===== src/rtl/spi_frame_pkg.sv =====
// spi_frame_pkg: shared constants, state encoding and helpers for the
// SPI frame sequencer (spi_frame_ctrl and spi_win_cursor).
package spi_frame_pkg;

  // Default geometry of the panel frame buffer
  localparam int H_RES_DEF  = 320;
  localparam int V_RES_DEF  = 240;
  localparam int ADDR_W_DEF = 17;

  // Command codes carried in i_data[7:0] when i_mode=1
  localparam logic [7:0] CMD_NOP   = 8'h00;
  localparam logic [7:0] CMD_CASET = 8'h2A;
  localparam logic [7:0] CMD_PASET = 8'h2B;
  localparam logic [7:0] CMD_RAMWR = 8'h2C;

  // Pixel / line coordinate
  typedef logic [8:0] coord_t;

  // Decode FSM states
  typedef enum logic [1:0] {
    S_IDLE  = 2'd0,
    S_ARG   = 2'd1,
    S_PIXEL = 2'd2
  } state_e;

  // Limit a raw 16-bit argument to the last valid coordinate (res-1)
  function automatic coord_t clamp_coord(input logic [15:0] v, input int res);
    if ({16'd0, v} >= 32'(res)) begin
      clamp_coord = coord_t'(res - 1);
    end else begin
      clamp_coord = coord_t'(v);
    end
  endfunction

endpackage


===== src/rtl/spi_win_cursor.sv =====
// spi_win_cursor: window registers plus the write cursor (x, y, row_base,
// addr). i_set_x / i_set_y commit a clamped start/end pair atomically,
// i_load restarts the cursor at the window origin, i_advance steps it in
// raster order with wrap-around inside the window.
// With SPI_FRAME_DONE_EN defined, o_last flags the window's final pixel.
module spi_win_cursor
  import spi_frame_pkg::*;
#(
  parameter int H_RES  = H_RES_DEF,
  parameter int V_RES  = V_RES_DEF,
  parameter int ADDR_W = ADDR_W_DEF
) (
  input  logic              CLK,
  input  logic              RST,
  input  logic              i_load,
  input  logic              i_advance,
  input  logic              i_set_x,
  input  logic              i_set_y,
  input  logic [15:0]       i_arg_start,
  input  logic [15:0]       i_arg_end,
  output logic [ADDR_W-1:0] o_addr
`ifdef SPI_FRAME_DONE_EN
  ,
  output logic              o_last
`endif
);

  localparam logic [ADDR_W-1:0] L_HRES = ADDR_W'(H_RES);

  coord_t r_x_start, r_x_end, r_y_start, r_y_end;
  logic [ADDR_W-1:0] r_ys_base;   // y_start * H_RES, refreshed on PASET commit
  coord_t r_x, r_y;
  logic [ADDR_W-1:0] r_row_base;
  logic [ADDR_W-1:0] r_addr;

  coord_t w_cx_s, w_cx_e, w_cy_s, w_cy_e;
  coord_t w_cx_e_fix, w_cy_e_fix;
  logic [ADDR_W-1:0] w_xs_ext;

  // Clamp incoming argument pairs; an inverted pair collapses to the start
  always_comb begin
    w_cx_s     = clamp_coord(i_arg_start, H_RES);
    w_cx_e     = clamp_coord(i_arg_end, H_RES);
    w_cy_s     = clamp_coord(i_arg_start, V_RES);
    w_cy_e     = clamp_coord(i_arg_end, V_RES);
    w_cx_e_fix = (w_cx_s > w_cx_e) ? w_cx_s : w_cx_e;
    w_cy_e_fix = (w_cy_s > w_cy_e) ? w_cy_s : w_cy_e;
    w_xs_ext   = ADDR_W'(r_x_start);
  end

  // Window registers: full frame after reset, updated as a pair on commit
  always_ff @(posedge CLK) begin
    if (RST) begin
      r_x_start <= '0;
      r_x_end   <= coord_t'(H_RES - 1);
      r_y_start <= '0;
      r_y_end   <= coord_t'(V_RES - 1);
      r_ys_base <= '0;
    end else begin
      if (i_set_x) begin
        r_x_start <= w_cx_s;
        r_x_end   <= w_cx_e_fix;
      end
      if (i_set_y) begin
        r_y_start <= w_cy_s;
        r_y_end   <= w_cy_e_fix;
        // The only multiply in the design, by a constant, done once per PASET
        r_ys_base <= ADDR_W'(32'(w_cy_s) * 32'(H_RES));
      end
    end
  end

  // Cursor: reload at window origin, or step in raster order with wrap
  always_ff @(posedge CLK) begin
    if (RST) begin
      r_x        <= '0;
      r_y        <= '0;
      r_row_base <= '0;
      r_addr     <= '0;
    end else if (i_load) begin
      r_x        <= r_x_start;
      r_y        <= r_y_start;
      r_row_base <= r_ys_base;
      r_addr     <= r_ys_base + w_xs_ext;
    end else if (i_advance) begin
      if (r_x != r_x_end) begin
        r_x    <= r_x + 9'd1;
        r_addr <= r_addr + 1'b1;
      end else if (r_y != r_y_end) begin
        r_x        <= r_x_start;
        r_y        <= r_y + 9'd1;
        r_row_base <= r_row_base + L_HRES;
        r_addr     <= r_row_base + L_HRES + w_xs_ext;
      end else begin
        r_x        <= r_x_start;
        r_y        <= r_y_start;
        r_row_base <= r_ys_base;
        r_addr     <= r_ys_base + w_xs_ext;
      end
    end
  end

  assign o_addr = r_addr;
`ifdef SPI_FRAME_DONE_EN
  assign o_last = (r_x == r_x_end) && (r_y == r_y_end);
`endif

endmodule


===== src/rtl/spi_frame_ctrl.sv =====
// spi_frame_ctrl: decodes the buffered SPI word stream (command/data) and
// turns pixel words into registered frame-RAM writes inside the programmed
// window. Optional feature macro: SPI_FRAME_DONE_EN adds o_frame_done and
// o_frame_cnt (end-of-window write completion pulse and counter).
//
// Handshake: a word transfers on i_valid && o_ready. o_ready is high when no
// write is pending or the pending write completes this cycle
// (o_ram_we && i_ram_ready). A write request holds o_ram_we, o_ram_addr and
// o_ram_wdata stable until i_ram_ready is seen.
module spi_frame_ctrl
  import spi_frame_pkg::*;
#(
  parameter int H_RES  = H_RES_DEF,
  parameter int V_RES  = V_RES_DEF,
  parameter int ADDR_W = ADDR_W_DEF
) (
  input  logic              CLK,
  input  logic              RST,
  input  logic              i_valid,
  input  logic              i_mode,
  input  logic [15:0]       i_data,
  output logic              o_ready,
  output logic              o_ram_we,
  output logic [ADDR_W-1:0] o_ram_addr,
  output logic [15:0]       o_ram_wdata,
  input  logic              i_ram_ready,
  output logic              o_busy,
  output logic [1:0]        o_dbg_state
`ifdef SPI_FRAME_DONE_EN
  ,
  output logic              o_frame_done,
  output logic [7:0]        o_frame_cnt
`endif
);

  state_e r_state, w_next_state;

  logic              r_arg_idx;   // 0: expecting start, 1: expecting end
  logic              r_arg_sel;   // 0: CASET (x), 1: PASET (y)
  logic [15:0]       r_arg0;
  logic              r_ram_we;
  logic [ADDR_W-1:0] r_ram_addr;
  logic [15:0]       r_ram_wdata;

  logic              w_accept, w_cmd_acc, w_dat_acc;
  logic [7:0]        w_cmd;
  logic              w_pix, w_load, w_commit, w_set_x, w_set_y;
  logic [ADDR_W-1:0] w_cur_addr;

  assign o_ready   = !r_ram_we || i_ram_ready;
  assign w_accept  = i_valid && o_ready;
  assign w_cmd_acc = w_accept && i_mode;
  assign w_dat_acc = w_accept && !i_mode;
  assign w_cmd     = i_data[7:0];
  assign w_pix     = w_dat_acc && (r_state == S_PIXEL);
  assign w_load    = w_cmd_acc && (w_cmd == CMD_RAMWR);
  assign w_commit  = w_dat_acc && (r_state == S_ARG) && r_arg_idx;
  assign w_set_x   = w_commit && !r_arg_sel;
  assign w_set_y   = w_commit && r_arg_sel;

`ifdef SPI_FRAME_DONE_EN
  logic w_cur_last;
  logic r_ram_last;
  logic w_frame_done;
  logic [7:0] r_frame_cnt;
`endif

  spi_win_cursor #(
    .H_RES (H_RES),
    .V_RES (V_RES),
    .ADDR_W(ADDR_W)
  ) u_cursor (
    .CLK        (CLK),
    .RST        (RST),
    .i_load     (w_load),
    .i_advance  (w_pix),
    .i_set_x    (w_set_x),
    .i_set_y    (w_set_y),
    .i_arg_start(r_arg0),
    .i_arg_end  (i_data),
    .o_addr     (w_cur_addr)
`ifdef SPI_FRAME_DONE_EN
    ,
    .o_last     (w_cur_last)
`endif
  );

  // FSM state register
  always_ff @(posedge CLK) begin
    if (RST) begin
      r_state <= S_IDLE;
    end else begin
      r_state <= w_next_state;
    end
  end

  // FSM next state: any command aborts the current state
  always_comb begin
    w_next_state = r_state;
    if (w_cmd_acc) begin
      case (w_cmd)
        CMD_CASET, CMD_PASET: w_next_state = S_ARG;
        CMD_RAMWR:            w_next_state = S_PIXEL;
        default:              w_next_state = S_IDLE;
      endcase
    end else if (w_commit) begin
      w_next_state = S_IDLE;
    end
  end

  // Argument collection: first word held in r_arg0, second commits the pair
  always_ff @(posedge CLK) begin
    if (RST) begin
      r_arg_idx <= 1'b0;
      r_arg_sel <= 1'b0;
      r_arg0    <= '0;
    end else if (w_cmd_acc) begin
      r_arg_idx <= 1'b0;
      r_arg_sel <= (w_cmd == CMD_PASET);
    end else if (w_dat_acc && (r_state == S_ARG)) begin
      if (!r_arg_idx) begin
        r_arg0    <= i_data;
        r_arg_idx <= 1'b1;
      end else begin
        r_arg_idx <= 1'b0;
      end
    end
  end

  // RAM write register: load on accepted pixel, clear once the RAM takes it
  always_ff @(posedge CLK) begin
    if (RST) begin
      r_ram_we    <= 1'b0;
      r_ram_addr  <= '0;
      r_ram_wdata <= '0;
    end else if (w_pix) begin
      r_ram_we    <= 1'b1;
      r_ram_addr  <= w_cur_addr;
      r_ram_wdata <= i_data;
    end else if (i_ram_ready) begin
      r_ram_we    <= 1'b0;
    end
  end

`ifdef SPI_FRAME_DONE_EN
  // Remember whether the pending write targets the window's last pixel
  always_ff @(posedge CLK) begin
    if (RST) begin
      r_ram_last <= 1'b0;
    end else if (w_pix) begin
      r_ram_last <= w_cur_last;
    end
  end

  assign w_frame_done = r_ram_we && i_ram_ready && r_ram_last;

  // Count completed windows, wrapping at 8 bits
  always_ff @(posedge CLK) begin
    if (RST) begin
      r_frame_cnt <= '0;
    end else if (w_frame_done) begin
      r_frame_cnt <= r_frame_cnt + 8'd1;
    end
  end

  assign o_frame_done = w_frame_done;
  assign o_frame_cnt  = r_frame_cnt;
`endif

  assign o_ram_we    = r_ram_we;
  assign o_ram_addr  = r_ram_addr;
  assign o_ram_wdata = r_ram_wdata;
  assign o_busy      = (r_state != S_IDLE);
  assign o_dbg_state = r_state;

endmodule


===== config.mk =====
export PLATFORM = sky130hd
export DESIGN_NAME = spi_frame_ctrl
export DESIGN_NICKNAME = d
export VERILOG_FILES = /design/src/rtl/spi_frame_pkg.sv /design/src/rtl/spi_win_cursor.sv /design/src/rtl/spi_frame_ctrl.sv
export SDC_FILE = /design/constraint.sdc
export NUM_CORES = 1
export LEC_CHECK = 0
export ABC_AREA = 0
export CAP_MARGIN = 20
export CORE_MARGIN = 2
export CORE_UTILIZATION = 55
export CTS_CLUSTER_SIZE = 24
export DETAILED_ROUTE_END_ITERATION = 10
export PLACE_DENSITY_LB_ADDON = 0.3
export SLEW_MARGIN = 5
export SYNTH_ARGS = -nofsm -noshare
export SYNTH_HDL_FRONTEND = slang
export SYNTH_SLANG_ARGS = --single-unit
export TNS_END_PERCENT = 5

===== constraint.sdc =====
create_clock -name CLK -period 6.99 [get_ports CLK]
set_input_delay 1.0485 -clock CLK [delete_from_list [all_inputs] [get_ports CLK]]
set_output_delay 1.0485 -clock CLK [all_outputs]
set_load 0.05 [all_outputs]

==> qor.csv <==
stage;metric;value;unit
run_status;status;finished, final reports clean;
power;switching_share;22.64;%
clocking;postCtsResizedCells;0;
synth;synth.avg_cell_area;7.886;um2
power;internal-power;0.001411;W
power;power;0.001824;W
clocking;clockRootBuffer;clkbuf_16;
worst_setup_path;worstPathCellList;clkdlybuf4s50_1 > or4_1 > nor2_2 > nand2_1 > nor2_1 > ha_1 > nor2b_1 > o211ai_1 > a21boi_0 > maj3_1 > a21oi_2 > mux2_2 > o21ai_0;
finish;antenna_cells;0;
synth;yosys-top-cells-count;nand2_1, dfxtp_1, a21oi_1, nor2_1, clkbuf_1;
sta;hold_viol_final;0;
min_path;whs_path_depth;2;
sta;period_needed;4502;ps
global_routing;overflow;0;
drt;num_vias;7577;
worst_setup_path;critPathCaptureType;register;
placement;port-buffer-count;58;
sta;rsz0062_at_grt;no;
global_routing;grt_pass1_wl;34300;um
synth;ys_async_sr_fraction;0;%
die;die_x;126.1;um
worst_setup_path;reg2reg_setup_slack;2930;ps
sta;skew;9.216;ps
clocking;clock_latency;440;ps
clocking;postCtsHoldBufs;0;
worst_setup_path;path_delay_family;simple AND/OR/NAND/NOR gates;
finish;syn2layout_area_growth;15.59;%
sta;slew_viol_final;0;
sta;worst_pin_slew;1128;ps
worst_setup_path;slowest_stage;or4_1;
synth;synth-seq-area-share;35.39;%
drt;ant_nets;0;
finish;nNetsFinal;1132;
worst_setup_path;critPathRequiredTime;7360;ps
clocking;post_cts_buffers;0;
die;core;14530;um2
global_routing;antenna_found_initial;0;
global_routing;grt.total_usage;26.32;%
synth;syn_area;8202;um2
clocking;cts_max_path_buffers;2;
power;power.density;192.3;nW/um2
worst_setup_path;crit_start;i_data[15];
synth;synth_top_area_share;35.39;%
flow_run;drv_cap;0;
drt;drtIter0Drc;689;
power;power_frac_comb;2.5;%
worst_setup_path;reg2reg_from;r_arg0[11];
min_path;worstHoldStart;o_ram_addr[6];
synth;synth_area_leaders;dfxtp_1, nand2_1, a21oi_1;
clocking;cts_sinks;145;
sta;timing.fmax;222.1;MHz
worst_setup_path;crit_fanout;11;
placement;gp_congestion;0.8817;
worst_setup_path;cpPeakStageDelay;610;ps
global_routing;grt_start_max_net_pins;88;
clocking;htree_levels;4;
min_path;hold_path.class;register to register;
finish;fillers;1258;
power;power_leakage;3.519;nW
clocking;cts_buffers;17;
global_routing;grt_pass1_vias;7046;
die;start_util;56.43;%
sta;tns;0;ps
worst_setup_path;critPathBufInv;1;
min_path;hold_end;o_ram_addr[6];
clocking;cts_tree;done;
die;io_pins;59;
worst_setup_path;rr_endpoint;u_cursor.r_y_end[1];
worst_setup_path;crit_type;input pin to register;
worst_setup_path;start_kind;input pin;
power;power_frac_clock;52.1;%
synth;synth_cell_types;69;
synth;synth_edf_count;0;
drt;drtPass1Iterations;5;
power;switching_power;0.0004128;W
power;seqPwrFrac;45.3;%
clocking;clkTransAtPathRegs;60;ps
synth;synthFlopType;dfxtp_1;
synth;ys_ff_latch;145;
die;die_y;126.1;um
placement;dp_hpwl;14500;um
die;dieArea;15910;um2
sta;setup_violations;0;
power;peakVddDrop;171.2;uV
die;rows;44;
synth;syn_inst;1040;
synth;yosys.area.top_type;dfxtp_1;
drt;routed_wl;20840;um
finish;final_layout_size_suffix_gt1_share;7.301;%
synth;yosysMostFrequentCell;nand2_1;
drt;via_per_inst;5.985;
worst_setup_path;r2r_cells;12;
sta;hold_ws;450.4;ps
synth;ys_warn_count;0;
sta;max_slew_margin;24.49;%
drt;drt-wirelength-per-cell;16.46;um
sta;period_share;64.40;%
drt;remaining_drc_errors;0;
worst_setup_path;cp.arrival;4870;ps
-- cells by family after synthesis --
family                     share of synthesized area [%]
muxes                                              4.653
adders and majority gates                          6.712
DFF                                                35.39
other                                            0.09157
and+or+nand+nor                                    23.81
xor gates and xnor gates                           6.514
AOI/OAI and AO/OA                                  18.83
buffers and inverters                              3.997
-- per-layer routing --
layer	wire (um)	vias up	global-route usage [%]
met3	1031	49	5.013
met2	9963	249	43.14
met4	471	0	10.73
met1	9375	3559	34.23
met5	0	-	0
li1	-	3720	-
-- state kept, by name, summed over array words and instances, names as in the netlist, 11 cells and up --
register / count
r_arg0: 16
o_ram_wdata: 16
u_cursor.o_addr: 17
o_ram_addr: 17
u_cursor.r_row_base: 11
-- power groups by stage --
stage	registers, W	clock network, W	logic [W]
floorplan	0.000845	0	0.0000241
global placement	0.000845	0	0.0000455
detailed placement	0.000845	0	0.0000458
CTS	0.000827	0.000958	0.0000460
global route	0.000826	0.000991	0.0000508
finish	0.000827	0.000950	0.0000465
-- worst max path at each step --
stage | to | slack (ps) | depth (start not counted)
2_1_floorplan | u_cursor.r_x_end[6] | 3030 | 14
3_3_place_gp | u_cursor.r_y_end[1] | 2110 | 13
3_5_place_dp | u_cursor.r_y_end[1] | 2080 | 13
4_1_cts | u_cursor.r_y_end[1] | 2520 | 13
5_1_grt | u_cursor.r_y_end[1] | 2260 | 13
6_report | u_cursor.r_y_end[1] | 2490 | 13
-- placed cells by master (no fill, tap or decap), drive strengths merged, types with 11 or more instances in the layout --
master	Yosys	routed
nand2	168	168
dfxtp	145	145
a21oi	112	112
nor2	102	102
clkdlybuf4s50	0	57
o21ai	47	47
ha	40	40
xnor2	31	31
xor2	30	30
inv	23	28
nor3	25	25
nand3	25	25
mux2i	25	25
clkbuf	56	18
a211oi	17	17
and3	14	14
nand4	13	13
nor4	12	12
buf	4	12
or2	11	11
o211ai	11	11
a21o	11	11
mux2	11	11
-- cell type report --
type,instances,area (um2),area share (%)
clock inverter,14,178.9,1.887
inverter,23,86.33,0.9107
multi-input combinational,813,4985,52.58
timing repair buffer,69,668.1,7.048
clock buffer,18,429.2,4.527
sequential,145,2903,30.62
tap,184,230.2,2.428
-- worst register-to-register path: cells and delay by family (launching register included) --
family                   cells  cell delay (ps)
flip-flops                   1              320
multiplexers                 1              400
AO/OA/AOI/OAI                4              870
buffers and inverters        1              130
AND/OR/NAND/NOR              4             1560
adder cells (fa/ha/maj)      2              700
-- stage by stage --
stage	cells	area, um2	util, %	setup WS (ps)
after floorplan	1041	8205	-	3035
after global placement	1233	8857	60.94	2111
after detailed placement	1233	8857	60.94	2085
after CTS	1265	9465	65.13	2522
after global routing	1266	9480	65.23	2256
final	1266	9480	65.23	2488
Note: power is estimated with default switching activity, not from simulation.
